===== src/rtl/mem_arbiter_pkg.sv =====
// Shared definitions for the memory arbiter and its picker.
package mem_arb_pkg;

  typedef enum logic [1:0] {
    IDLE  = 2'd0,
    ISSUE = 2'd1,
    WAIT  = 2'd2,
    ACK   = 2'd3
  } arb_state_t;

  localparam logic OWN_CPU = 1'b0;
  localparam logic OWN_DBG = 1'b1;

  // Wait counter is 3 bits wide, so the read latency tops out at 7.
  localparam int unsigned LAT_MAX = 7;

  function automatic bit lat_ok(input int unsigned lat);
    return (lat != 0) && (lat <= LAT_MAX);
  endfunction

endpackage


===== src/rtl/mem_arbiter_if.sv =====
// Requester and memory-side bus of the two-way memory arbiter.
interface mem_arbiter_if #(
  parameter int unsigned AW = 8,
  parameter int unsigned DW = 8
);
  logic          cpu_req;
  logic          cpu_we;
  logic [AW-1:0] cpu_addr;
  logic [DW-1:0] cpu_wdata;
  logic [DW-1:0] cpu_rdata;
  logic          cpu_ack;

  logic          dbg_req;
  logic          dbg_we;
  logic [AW-1:0] dbg_addr;
  logic [DW-1:0] dbg_wdata;
  logic [DW-1:0] dbg_rdata;
  logic          dbg_ack;

  logic          mem_en;
  logic          mem_we;
  logic [AW-1:0] mem_addr;
  logic [DW-1:0] mem_wdata;
  logic [DW-1:0] mem_rdata;

  logic          busy;
  logic          owner;

  // Arbiter side.
  modport slave (
    input  cpu_req, cpu_we, cpu_addr, cpu_wdata,
    output cpu_rdata, cpu_ack,
    input  dbg_req, dbg_we, dbg_addr, dbg_wdata,
    output dbg_rdata, dbg_ack,
    output mem_en, mem_we, mem_addr, mem_wdata,
    input  mem_rdata,
    output busy, owner
  );

  // Requesters plus memory side.
  modport master (
    output cpu_req, cpu_we, cpu_addr, cpu_wdata,
    input  cpu_rdata, cpu_ack,
    output dbg_req, dbg_we, dbg_addr, dbg_wdata,
    input  dbg_rdata, dbg_ack,
    input  mem_en, mem_we, mem_addr, mem_wdata,
    output mem_rdata,
    input  busy, owner
  );

endinterface


===== src/rtl/mem_arbiter_arb2_pick.sv =====
// Combinational two-way picker: single requester wins outright; on a tie
// either round-robin against the last owner or fixed priority to req0.
module arb2_pick #(
  parameter bit FAIR = 1'b1
) (
  input  logic req0,
  input  logic req1,
  input  logic last,
  output logic gnt_valid,
  output logic gnt_idx
);

  // Grant selection.
  always_comb begin
    gnt_valid = req0 | req1;
    gnt_idx   = 1'b0;
    if (req0 && req1) begin
      gnt_idx = FAIR ? ~last : 1'b0;
    end else if (req1) begin
      gnt_idx = 1'b1;
    end
  end

endmodule


===== src/rtl/mem_arbiter.sv =====
// Arbitrates the single-port byte memory between the CPU (0) and the
// debug/loader port (1) with req/ack handshakes and MEM_LAT read latency.
module mem_arbiter #(
  parameter int unsigned AW      = 8,
  parameter int unsigned DW      = 8,
  parameter int unsigned MEM_LAT = 1,
  parameter int unsigned FAIR    = 1
) (
  input logic          clk,
  input logic          rst,
  mem_arbiter_if.slave bus
);
  import mem_arb_pkg::*;

  if (!lat_ok(MEM_LAT)) begin : g_bad_lat
    $error("mem_arbiter: MEM_LAT=%0d outside legal range 1..7", MEM_LAT);
  end

  localparam logic [2:0] CNT_INIT = 3'(MEM_LAT);

  arb_state_t    state;
  logic [2:0]    cnt;
  logic          gnt_valid;
  logic          gnt_idx;
  logic          we_sel;
  logic [AW-1:0] addr_sel;
  logic [DW-1:0] wdata_sel;

  arb2_pick #(
    .FAIR(FAIR != 0)
  ) u_pick (
    .req0      (bus.cpu_req),
    .req1      (bus.dbg_req),
    .last      (bus.owner),
    .gnt_valid (gnt_valid),
    .gnt_idx   (gnt_idx)
  );

  // Route the winning requester's command toward the memory registers.
  always_comb begin
    we_sel    = bus.cpu_we;
    addr_sel  = bus.cpu_addr;
    wdata_sel = bus.cpu_wdata;
    if (gnt_idx == OWN_DBG) begin
      we_sel    = bus.dbg_we;
      addr_sel  = bus.dbg_addr;
      wdata_sel = bus.dbg_wdata;
    end
  end

  // Access sequencer: IDLE -> ISSUE -> WAIT x MEM_LAT -> ACK, registered outputs.
  always_ff @(posedge clk) begin
    if (rst) begin
      state         <= IDLE;
      cnt           <= '0;
      bus.mem_en    <= 1'b0;
      bus.mem_we    <= 1'b0;
      bus.mem_addr  <= '0;
      bus.mem_wdata <= '0;
      bus.cpu_rdata <= '0;
      bus.dbg_rdata <= '0;
      bus.cpu_ack   <= 1'b0;
      bus.dbg_ack   <= 1'b0;
      bus.busy      <= 1'b0;
      bus.owner     <= OWN_DBG;
    end else begin
      bus.mem_en  <= 1'b0;
      bus.cpu_ack <= 1'b0;
      bus.dbg_ack <= 1'b0;
      unique case (state)
        IDLE: begin
          if (gnt_valid) begin
            bus.owner     <= gnt_idx;
            bus.mem_we    <= we_sel;
            bus.mem_addr  <= addr_sel;
            bus.mem_wdata <= wdata_sel;
            bus.mem_en    <= 1'b1;
            bus.busy      <= 1'b1;
            state         <= ISSUE;
          end
        end
        ISSUE: begin
          cnt   <= CNT_INIT;
          state <= WAIT;
        end
        WAIT: begin
          cnt <= cnt - 3'd1;
          if (cnt == 3'd1) begin
            if (!bus.mem_we) begin
              if (bus.owner == OWN_DBG) bus.dbg_rdata <= bus.mem_rdata;
              else                      bus.cpu_rdata <= bus.mem_rdata;
            end
            if (bus.owner == OWN_DBG) bus.dbg_ack <= 1'b1;
            else                      bus.cpu_ack <= 1'b1;
            state <= ACK;
          end
        end
        ACK: begin
          bus.busy <= 1'b0;
          state    <= IDLE;
        end
      endcase
    end
  end

endmodule


===== src/flat_wrapper.sv =====
// flat-port wrapper written by rule: the top's interface ports become plain ports
module mem_arbiter_flat import mem_arb_pkg::*;
#(
  parameter int unsigned AW      = 8,
  parameter int unsigned DW      = 8,
  parameter int unsigned MEM_LAT = 1,
  parameter int unsigned FAIR    = 1
)
  (clk, rst, bus_cpu_req, bus_cpu_we, bus_cpu_addr, bus_cpu_wdata, bus_cpu_rdata, bus_cpu_ack, bus_dbg_req, bus_dbg_we, bus_dbg_addr, bus_dbg_wdata, bus_dbg_rdata, bus_dbg_ack, bus_mem_en, bus_mem_we, bus_mem_addr, bus_mem_wdata, bus_mem_rdata, bus_busy, bus_owner);
  mem_arbiter_if #(.AW(AW), .DW(DW)) bus_i ();
  input logic clk;
  input logic rst;
  input wire logic [$bits(bus_i.cpu_req)-1:0] bus_cpu_req;
  input wire logic [$bits(bus_i.cpu_we)-1:0] bus_cpu_we;
  input wire logic [$bits(bus_i.cpu_addr)-1:0] bus_cpu_addr;
  input wire logic [$bits(bus_i.cpu_wdata)-1:0] bus_cpu_wdata;
  output wire logic [$bits(bus_i.cpu_rdata)-1:0] bus_cpu_rdata;
  output wire logic [$bits(bus_i.cpu_ack)-1:0] bus_cpu_ack;
  input wire logic [$bits(bus_i.dbg_req)-1:0] bus_dbg_req;
  input wire logic [$bits(bus_i.dbg_we)-1:0] bus_dbg_we;
  input wire logic [$bits(bus_i.dbg_addr)-1:0] bus_dbg_addr;
  input wire logic [$bits(bus_i.dbg_wdata)-1:0] bus_dbg_wdata;
  output wire logic [$bits(bus_i.dbg_rdata)-1:0] bus_dbg_rdata;
  output wire logic [$bits(bus_i.dbg_ack)-1:0] bus_dbg_ack;
  output wire logic [$bits(bus_i.mem_en)-1:0] bus_mem_en;
  output wire logic [$bits(bus_i.mem_we)-1:0] bus_mem_we;
  output wire logic [$bits(bus_i.mem_addr)-1:0] bus_mem_addr;
  output wire logic [$bits(bus_i.mem_wdata)-1:0] bus_mem_wdata;
  input wire logic [$bits(bus_i.mem_rdata)-1:0] bus_mem_rdata;
  output wire logic [$bits(bus_i.busy)-1:0] bus_busy;
  output wire logic [$bits(bus_i.owner)-1:0] bus_owner;
  assign bus_i.cpu_req = bus_cpu_req;
  assign bus_i.cpu_we = bus_cpu_we;
  assign bus_i.cpu_addr = bus_cpu_addr;
  assign bus_i.cpu_wdata = bus_cpu_wdata;
  assign bus_cpu_rdata = bus_i.cpu_rdata;
  assign bus_cpu_ack = bus_i.cpu_ack;
  assign bus_i.dbg_req = bus_dbg_req;
  assign bus_i.dbg_we = bus_dbg_we;
  assign bus_i.dbg_addr = bus_dbg_addr;
  assign bus_i.dbg_wdata = bus_dbg_wdata;
  assign bus_dbg_rdata = bus_i.dbg_rdata;
  assign bus_dbg_ack = bus_i.dbg_ack;
  assign bus_mem_en = bus_i.mem_en;
  assign bus_mem_we = bus_i.mem_we;
  assign bus_mem_addr = bus_i.mem_addr;
  assign bus_mem_wdata = bus_i.mem_wdata;
  assign bus_i.mem_rdata = bus_mem_rdata;
  assign bus_busy = bus_i.busy;
  assign bus_owner = bus_i.owner;
  mem_arbiter #(.AW(AW), .DW(DW), .MEM_LAT(MEM_LAT), .FAIR(FAIR)) u_core (.clk(clk), .rst(rst), .bus(bus_i));
endmodule

===== config.mk =====
export PLATFORM = sky130hd
export DESIGN_NAME = mem_arbiter_flat
export DESIGN_NICKNAME = d
export VERILOG_FILES = /design/src/rtl/mem_arbiter_pkg.sv /design/src/rtl/mem_arbiter_if.sv /design/src/rtl/mem_arbiter_arb2_pick.sv /design/src/rtl/mem_arbiter.sv /design/src/flat_wrapper.sv
export SDC_FILE = /design/constraint.sdc
export NUM_CORES = 1
export LEC_CHECK = 0
export BUFFER_PORTS_ARGS = -buffer_cell sky130_fd_sc_hd__buf_4
export CORE_ASPECT_RATIO = 1.75
export CORE_MARGIN = 4
export CORE_UTILIZATION = 43
export CTS_CLUSTER_DIAMETER = 120
export DETAILED_ROUTE_END_ITERATION = 7
export PLACE_DENSITY = 0.75
export SETUP_SLACK_MARGIN = 0.5
export SYNTH_ARGS = -nofsm -noshare
export SYNTH_HDL_FRONTEND = slang
export SYNTH_SLANG_ARGS = --single-unit

===== constraint.sdc =====
create_clock -name clk -period 1.5 [get_ports clk]
set_input_delay 0.3 -clock clk [delete_from_list [all_inputs] [get_ports clk]]
set_output_delay 0.3 -clock clk [all_outputs]
set_load 0.02 [all_outputs]

==> summary.txt, run 1 <==
Worst setup path
  • CP Cell Sequence: inv_4 -> ha_4 -> and4bb_2 -> and2b_4 -> mux2i_1
  • Worst Path Arrival: 1.60 ns
  • WS Path Type: flip-flop to flip-flop
  • Worst Reg2Reg Path Length in Cells: 5
  • CP endpoint kind: flip-flop
  • Slowest-stage cell, CP: dfxtp_2
  • CP required: 1.72 ns
  • Crit-path max cell delay: 0.34 ns
  • Crit path max fanout: 8
  • Crit start category: flip-flop
  • Critical path buffer and inverter count: 1
  • Stages on the worst setup path: 5
  • CP delay by family, top: simple AND/OR/NAND/NOR gates

CTS
  • Root Driver: clkbuf_8
  • H-tree depth: 2
  • CTS tree: done
  • Max clock buf depth: 2
  • Clk slew on worst S/H paths: 0.08 ns
  • Clock sinks: 43
  • CTS Hold Bufs: 0
  • CTS Buf Count: 5
  • Later-pin clock latency in the skew report: 0.30 ns

Synthesis
  • Compound-Gate Fraction of Synth Area: 15.83%
  • Post-Synthesis Cells: 210
  • Register bit total from synthesis: 43
  • Ys async rst share: 0%
  • EDFF count, synth: 0
  • Multiplexer share of the synthesized area: 7.824%
  • Top cell type's share of synthesized area: 42.05%
  • Post-synthesis simple-gate area fraction: 23.47%
  • Synth area leaders: dfxtp_1 42%, a311oi_2 8.1%, mux2i_1 7.8%
  • Yosys cell types: 36
  • Xor/xnor cell area share of the yosys netlist: 0%
  • Register area share after synthesis: 42.05%
  • Largest family of logic cells by synthesized area: simple AND/OR/NAND/NOR gates
  • Area leader, netlist: dfxtp_1
  • Top_reg_cell synth: dfxtp_1
  • Syn Nets: 262
  • Warnings from Yosys: 0
  • Synthesized area per cell: 9.747 um^2
  • Post-synthesis adder-cell area fraction: 3.667%
  • Syn Std Cell Area: 2047 um^2

STA
  • Least-Margin Pin Slew: 0.3552 ns
  • Max-slew headroom: 76.32%
  • Fin crit period: 1.377 ns
  • Final setup fails: 0
  • Fin crit share: 91.83%
  • Slew Limit Fails: 0
  • Final Worst Setup Slack: 0.1226 ns
  • RSZ-0062 raised after global routing: yes
  • Clock Skew: 0.008475 ns
  • Final hold violation count: 0
  • Max Clk Rate: 726.0 MHz

Global route
  • Vias in the first global route: 2113
  • Pin count of the biggest net entering global routing: 37
  • GRT Overall Usage: 21.52%
  • First-pass GRT wire length: 9.853 mm
  • Overflow after GRT: 0
  • Initial antenna violation count: 0

Placed design
  • I/O Buffers: 83
  • DP HPWL: 3.598 mm
  • GP Congestion: 0.8192
  • Worst slack at placement: -0.05861 ns

Finish
  • Area delta synth->final: 73.35%
  • # nets final: 375
  • N_diodes: 0
  • Fill cells: 311
  • Layout cells sized above 1: 73.07%

Detailed routing
  • DR DRC count: 0
  • Pre-Repair DR Iteration Count: 4
  • Vias: 1937
  • Drt wl/cell: 15.93 um
  • Vias/cell: 5.165
  • Antenna viol nets, final: 0
  • Drt total wl: 5.973 mm
  • DR iter-0 viols: 47

Floorplan
  • Initial Util: 43.87%
  • Num ports: 84
  • Die area: 5972 um^2
  • Core box area: 4666 um^2
  • Row count: 33
  • Die width: 60.16 um
  • Die height: 99.27 um

Power and ir drop
  • Power density over cell area: 1616 nW/um^2
  • PnR Total Power: 0.005732 W
  • Worst VDD drop: 1.083 mV
  • Leakage: 1.543 nW

Min path
  • Min-Delay Path Depth: 3
  • Hold Crit Class: primary input to flip-flop

Job
  • Max Cap Violations: 0

Outcome
  • Outcome: finished, final reports clean
## logic make-up after synthesis
kind of cell,after synthesis
buf+inv,21
mux,16
flops,43
simple gates,93
fa+ha+maj,6
compound gates,31
## layout by cell type, fill, tap and decap left out, types with 3 or more instances in the layout
cell / synthesis / layout
buf_4: 3 / 71
buf_6: 5 / 42
dfxtp_2: 0 / 38
nand2b_1: 23 / 22
nand2_2: 11 / 19
nand2_1: 27 / 18
mux2i_1: 16 / 14
a311oi_2: 11 / 14
nor2_1: 19 / 9
nor2_2: 0 / 9
clkbuf_8: 0 / 5
buf_12: 1 / 4
inv_1: 7 / 3
a311oi_1: 6 / 3
ha_4: 0 / 3
ha_1: 6 / 3
buf_16: 0 / 3
dfxtp_4: 0 / 3
## synthesized netlist by cell type, types with 2 or more instances
library cell,instances
clkbuf_1,3
buf_6,5
mux2i_1,16
a311oi_2,11
ha_1,6
nand3_1,2
a21oi_1,3
nand2b_1,23
nor2b_1,3
o21ai_0,2
nor2_1,19
a311oi_1,6
buf_2,2
nand2_1,27
dfxtp_1,43
inv_1,7
nand2_2,11
buf_4,3
## sequential cells by signal, indices dropped and copies added (netlist names)
signal / count
u_core.bus.busy: 1
u_core.cnt: 3
u_core.bus.mem_wdata: 8
u_core.bus.mem_we: 1
u_core.bus.mem_addr: 8
u_core.bus.dbg_rdata: 8
u_core.bus.mem_en: 1
u_core.bus.dbg_ack: 1
u_core.state: 2
u_core.bus.owner: 1
u_core.bus.cpu_rdata: 8
u_core.bus.cpu_ack: 1
## routing by layer
metal	track usage, %	share of wire (%)	vias to the layer above
met2	40.83	59	72
li1	-	-	942
met5	0	0	-
met3	5.065	6.3	13
met4	8.532	2.5	0
met1	21.01	32	910
## layout make-up
type,instances,area (um^2),share of cell area (%)
repair buffers,120,1169,32.93
inverters,7,31.28,0.8815
well taps,52,65.06,1.834
multi-input cells,146,1266,35.68
flip-flops and latches,43,919.6,25.92
clock buffers,7,97.59,2.750
## repair_timing
item                       4_1_cts  5_1_grt
setup buffers                   18       11
hold endpoints to repair         0        0
gates cloned                     3        0
pin swaps                       12        8
setup endpoints to repair       81       81
resized for setup               98       19
## worst reg2reg max path: cells and delay by family, from the launching register on
family / cells / cell delay (ns)
adders and majority gates: 1 / 0.13
muxes: 1 / 0.20
DFF: 1 / 0.34
and+or+nand+nor: 2 / 0.55
buffers and inverters: 1 / 0.08
## worst paths after layout
path / slack [ns] / start / endpoint
worst min register to register: 0.48 / u_core.bus.dbg_rdata[7]$_SDFFE_PP0P_ / u_core.bus.dbg_rdata[7]$_SDFFE_PP0P_
worst max-delay path: 0.12 / u_core.state[0]$_SDFFE_PP0P_ / u_core.bus.cpu_rdata[1]$_SDFFE_PP0P_
worst min-delay path: 0.25 / bus_cpu_we / u_core.bus.mem_we$_SDFFE_PP0P_
worst max register to register: 0.12 / u_core.state[0]$_SDFFE_PP0P_ / u_core.bus.cpu_rdata[1]$_SDFFE_PP0P_
## per-stage QoR
stage	TNS [ns]	util [%]	area [um^2]	instances	hold slack, ns
4_1_cts	0	72.19	3368	364	0.2539
2_1_floorplan	0	-	2158	210	0.4388
6_report	0	76.05	3548	375	0.2527
5_1_grt	0	76.05	3548	375	0.2756
3_3_place_gp	0	59.72	2786	336	0.4487
3_5_place_dp	-0.3325	59.72	2786	336	0.4643
## power by group
part           total [W]  leakage (nW)  switching, W  internal, W
clock           0.000804        0.0495      0.000383     0.000421
sequential       0.00169         0.369      0.000235      0.00145
combinational    0.00324          1.13       0.00145      0.00179
total            0.00573          1.54       0.00207      0.00366
Power figures use the tool's default switching activity.
==> run 2, diff against run 1 <==
Settings changed: CORE_UTILIZATION 43 to 42, PLACE_DENSITY 0.75 to 0.76, SYNTH_HIERARCHICAL from default to 1.
==> summary.txt, run 2 <==
Finish
  • Area delta synth->final: 92.26%
  • Layout cells sized above 1: 71.57%
  • N_diodes: 0
  • Most frequent cells in the layout: 74 x buf_4, 41 x buf_6, 38 x dfxtp_2, 34 x mux2i_1, 28 x nand2_1
  • Fin util: 84.59%
  • Most common cell after layout, fill and taps aside: buf_4
  • Final design instance area without fill: 3543 um^2
  • # nets final: 364

Detailed routing
  • Vias/cell: 5.218
  • Antenna viol nets, final: 0
  • Drt total wl: 6.281 mm
  • Vias: 1889
  • DR iter-0 viols: 46
  • Drt wl/cell: 17.35 um
  • DR DRC count: 0
  • Pre-Repair DR Iteration Count: 4

Worst setup path
  • Crit start category: flip-flop
  • Crit path max fanout: 8
  • CP endpoint kind: flip-flop
  • CP required: 1.71 ns
  • WS Path Type: flip-flop to flip-flop
  • Worst Reg2Reg Path Length in Cells: 6
  • Worst Path Arrival: 1.75 ns

Synthesis
  • Synthesized area per cell: 9.649 um^2
  • Post-synthesis adder-cell area fraction: 4.073%
  • Ys async rst share: 0%
  • Synth area leaders: dfxtp_1 47%, mux2i_1 19%, a211oi_1 6.9%
  • Top_reg_cell synth: dfxtp_1
  • Warnings from Yosys: 6
  • Synth cell count leaders: 43 x dfxtp_1, 35 x mux2i_1, 29 x nand2_1, 18 x nor2_1, 17 x a211oi_1
  • Multiplexer share of the synthesized area: 19.01%
  • Post-Synthesis Cells: 191
  • Xor/xnor cell area share of the yosys netlist: 0%
  • Register bit total from synthesis: 43
  • Area leader, netlist: dfxtp_1
  • Compound-Gate Fraction of Synth Area: 9.776%
  • Top-count cell post-synth: dfxtp_1
  • Register area share after synthesis: 46.71%
  • Syn Nets: 243
  • Yosys cell types: 28
  • EDFF count, synth: 0
  • Top cell type's share of synthesized area: 46.71%
  • Largest family of logic cells by synthesized area: multiplexers
  • Post-synthesis simple-gate area fraction: 15.95%
  • Syn Std Cell Area: 1843 um^2

CTS
  • CTS tree: done
  • CTS Buf Count: 5
  • Later-pin clock latency in the skew report: 0.30 ns
  • Max clock buf depth: 2
  • H-tree depth: 2
  • CTS Hold Bufs: 0
  • Root Driver: clkbuf_8
  • Clock sinks: 43
  • Clk slew on worst S/H paths: 0.09 ns

Global route
  • Pin count of the biggest net entering global routing: 30
  • First-pass GRT wire length: 9.142 mm
  • Vias in the first global route: 1899
  • Initial antenna violation count: 0
  • Overflow after GRT: 0
  • GRT Overall Usage: 22.02%

Job
  • Max Cap Violations: 0

STA
  • Least-Margin Pin Slew: 0.3723 ns
  • RSZ-0062 raised after global routing: yes
  • Final hold violation count: 0
  • Fin crit period: 1.543 ns
  • Slew Limit Fails: 0
  • Final Worst Setup Slack: -0.04292 ns
  • Max Clk Rate: 648.1 MHz
  • Fin crit share: 102.9%
  • Final setup fails: 1
  • Max-slew headroom: 75.18%
  • Clock Skew: 0.01032 ns

Outcome
  • Violated checks: negative setup slack
  • Outcome: finished with violations

Placed design
  • Area after DPL: 2624 um^2
  • DP HPWL: 3.366 mm
  • I/O Buffers: 83
  • GP Congestion: 0.7307
  • Worst slack at placement: -0.03993 ns

Floorplan
  • Die width: 58.08 um
  • Die height: 95.63 um
  • Core box area: 4189 um^2
  • Row count: 31
  • Die area: 5554 um^2
  • Num ports: 84
  • Initial Util: 44.00%

Power and ir drop
  • Worst VDD drop: 1.261 mV
  • Leakage: 1.586 nW
  • Power density over cell area: 1611 nW/um^2

Min path
  • Min-Delay Path Depth: 3
  • Hold Crit Class: primary input to flip-flop
[run 2: kinds of logic after synthesis]
logic type,Yosys count
flops,43
simple gates,62
buf+inv,19
compound gates,26
mux,35
fa+ha+maj,6
[run 2: cell type report]
type	instances	area, um^2
Timing Repair Buffer	126	1257
Multi-Input combinational cell	129	1152
Sequential cell	43	923.4
Fill cell	217	645.6
Clock buffer	6	82.58
Tap cell	49	61.31
Clock inverter	2	35.03
Inverter	7	31.28
[run 2: layer usage]
metal	global-route usage [%]	vias up	wire length [um]
met3	3.659	15	342
li1	-	896	-
met5	0	-	0
met4	10.25	0	204
met2	43.68	83	3648
met1	21.05	895	2085
[run 2: power by group]
part	internal, W	switching, W	total [W]	leakage, nW
Clock	0.000539	0.000401	0.000940	0.0612
Sequential	0.00144	0.000218	0.00166	0.370
Combinational	0.00170	0.00141	0.00311	1.16
[run 2: repair_timing]
action	in CTS	in global routing
setup buffers	14	12
endpoints found under the setup margin	81	81
cloned	4	0
pin swaps	13	4
gates resized for setup	129	18
[run 2: path summary, 6_finish.rpt]
kind | slack (ns) | end | startpoint
max reg2reg | -0.04 | u_core/bus.dbg_rdata[3]$_SDFFE_PP0P_ | u_core/state[0]$_SDFFE_PP0P_
min | 0.28 | u_core/bus.dbg_rdata[6]$_SDFFE_PP0P_ | bus_mem_rdata[6]
max | -0.04 | u_core/bus.dbg_rdata[3]$_SDFFE_PP0P_ | u_core/state[0]$_SDFFE_PP0P_
min reg2reg | 0.47 | u_core/bus.dbg_rdata[6]$_SDFFE_PP0P_ | u_core/bus.dbg_rdata[6]$_SDFFE_PP0P_
[run 2: through the flow]
| step | TNS [ns] | std cells | power [W] | hold slack [ns] |
|---|---|---|---|---|
| final | -0.04292 | 362 | 0.005710 | 0.2791 |
| after global routing | -0.1075 | 362 | 0.005975 | 0.2831 |
| after CTS | 0 | 350 | 0.005361 | 0.2677 |
| after detailed placement | -0.2662 | 324 | 0.003225 | 0.4554 |
| after global placement | 0 | 324 | 0.003188 | 0.4441 |
| after floorplan | 0 | 191 | 0.002643 | 0.3728 |
[run 2: worst max-delay path: stages, from the launching register on]
cell and delay [ns]:
dfxtp_2 0.35, inv_4 0.07, ha_4 0.14, nand2_4 0.05, or4b_4 0.48, buf_8 0.16
mux2i_2 0.20
==> run 3, diff against run 2 <==
Settings changed: BUFFER_PORTS_ARGS -buffer_cell sky130_fd_sc_hd__buf_4 to -buffer_cell sky130_fd_sc_hd__buf_2, CAP_MARGIN from default to 0.
==> summary.txt, run 3 (same netlist as run 2, synthesis figures left out) <==
Power and ir drop
  • Worst VDD drop: 1.117 mV
  • Comb power frac: 54.5%
  • Sequential power share: 29.1%
  • Clock network fraction of total power: 16.4%
  • Leakage: 1.530 nW
  • Power density over cell area: 1672 nW/um^2
  • PnR Total Power: 0.005685 W
  • Net switching power: 0.002018 W
  • Internal Power: 0.003667 W
  • Switching Share: 35.49%

STA
  • Fin crit period: 1.507 ns
  • Fin crit share: 100.5%
  • Final setup fails: 1
  • RSZ-0062 raised after global routing: yes
  • Final hold violation count: 0
  • Max Clk Rate: 663.5 MHz
  • Max-slew headroom: 72.80%
  • Slew Limit Fails: 0
  • Clock Skew: 0.003256 ns
  • Least-Margin Pin Slew: 0.4080 ns
  • Final Worst Setup Slack: -0.007080 ns

Global route
  • Overflow after GRT: 0
  • GRT Overall Usage: 20.66%
  • First-pass GRT wire length: 8.687 mm
  • Vias in the first global route: 1905
  • Initial antenna violation count: 0
  • Pin count of the biggest net entering global routing: 30

CTS
  • CTS tree: done
  • CTS Hold Bufs: 0
  • Clk slew on worst S/H paths: 0.08 ns
  • Max clock buf depth: 2
  • CTS Buf Count: 5
  • Later-pin clock latency in the skew report: 0.30 ns
  • Root Driver: clkbuf_8
  • H-tree depth: 2
  • Clock sinks: 43

Placed design
  • DP HPWL: 3.213 mm
  • GP Congestion: 0.7400
  • I/O Buffers: 83
  • Worst slack at placement: -0.02492 ns
  • Area after DPL: 2411 um^2

Floorplan
  • Core box area: 4189 um^2
  • Row count: 31
  • Die height: 95.63 um
  • Initial Util: 44.00%
  • Die width: 58.08 um
  • Num ports: 84
  • Die area: 5554 um^2

Worst setup path
  • Crit start category: flip-flop
  • CP endpoint kind: flip-flop
  • Crit path max fanout: 8
  • Worst Path Arrival: 1.73 ns
  • CP required: 1.72 ns
  • Worst Setup SP: u_core/cnt[0]$_SDFFE_PP0P_
  • WS Path Type: flip-flop to flip-flop
  • RR Startpoint: u_core/cnt[0]$_SDFFE_PP0P_
  • Register-to-register setup slack: -0.007 ns

Detailed routing
  • Drt wl/cell: 17.21 um
  • Antenna viol nets, final: 0
  • DR DRC count: 0
  • DR iter-0 viols: 67
  • Drt total wl: 6.125 mm
  • Pre-Repair DR Iteration Count: 4
  • Vias: 1880
  • Vias/cell: 5.281

Finish
  • Area delta synth->final: 84.52%
  • Final design instance area without fill: 3401 um^2
  • Most frequent cells in the layout: 47 x buf_6, 45 x buf_2, 40 x dfxtp_2, 35 x mux2i_1, 28 x nand2_1
  • Most common cell after layout, fill and taps aside: buf_6
  • Fill cells: 238
  • Layout cells sized above 1: 70.36%
  • N_diodes: 0
  • # nets final: 358

Outcome
  • Outcome: finished with violations
  • Violated checks: negative setup slack

Min path
  • Hold Crit Class: primary input to flip-flop
  • Hold Startpoint: bus_mem_rdata[0]

Job
  • Max Cap Violations: 0
[run 3: through the flow]
| stage | hold slack [ns] | utilization, % | setup TNS [ns] | std cells |
|---|---|---|---|---|
| after floorplan | 0.3728 | - | 0 | 191 |
| after global placement | 0.4426 | 57.56 | 0 | 325 |
| after detailed placement | 0.4518 | 57.56 | -0.1360 | 325 |
| after CTS | 0.2607 | 75.42 | 0 | 347 |
| after global routing | 0.2873 | 81.18 | -0.1634 | 356 |
| final | 0.2770 | 81.18 | -0.007080 | 356 |
[run 3: timing repair]
| action | CTS | global route |
|---|---|---|
| cloned | 4 | 2 |
| gates resized for setup | 153 | 32 |
| buffers inserted | 10 | 7 |
| pin swaps | 6 | 12 |
| endpoints found under the setup margin | 81 | 81 |
[run 3: power by group through the flow]
stage          clock (W)  combinational, W  sequential, W
2_1_floorplan          0          0.000852        0.00179
3_3_place_gp           0           0.00147        0.00155
3_5_place_dp           0           0.00151        0.00155
4_1_cts         0.000941           0.00257        0.00162
5_1_grt         0.000975           0.00326        0.00168
6_report        0.000930           0.00310        0.00166
[run 3: worst max-delay path: stages (launching register included)]
cell and delay [ns]:
dfxtp_2 0.38, ha_4 0.17, nand2_4 0.06, or4b_4 0.48, buf_8 0.16, mux2i_1 0.17
[run 3: metal layers]
layer | part of all wire, % | global-route usage [%]
met1 | 35 | 19.63
met2 | 56 | 41.13
met3 | 6.5 | 4.472
met4 | 2.2 | 8.124
met5 | 0 | 0
[run 3: area by class of cell]
class / count / area [um^2] / share of cell area (%)
clock buffers: 6 / 82.58 / 2.428
clock inverters: 2 / 35.03 / 1.030
inverters: 7 / 31.28 / 0.9198
multi-input cells: 129 / 1160 / 34.11
flip-flops and latches: 43 / 918.4 / 27.01
well taps: 49 / 61.31 / 1.803
repair buffers: 120 / 1112 / 32.71
[run 3: path summary, 6_finish.rpt]
path | to | depth (start not counted)
max reg2reg | u_core/bus.dbg_rdata[1]$_SDFFE_PP0P_ | 5
min | u_core/bus.dbg_rdata[0]$_SDFFE_PP0P_ | 3
max | u_core/bus.dbg_rdata[1]$_SDFFE_PP0P_ | 5
min reg2reg | u_core/bus.dbg_rdata[2]$_SDFFE_PP0P_ | 2
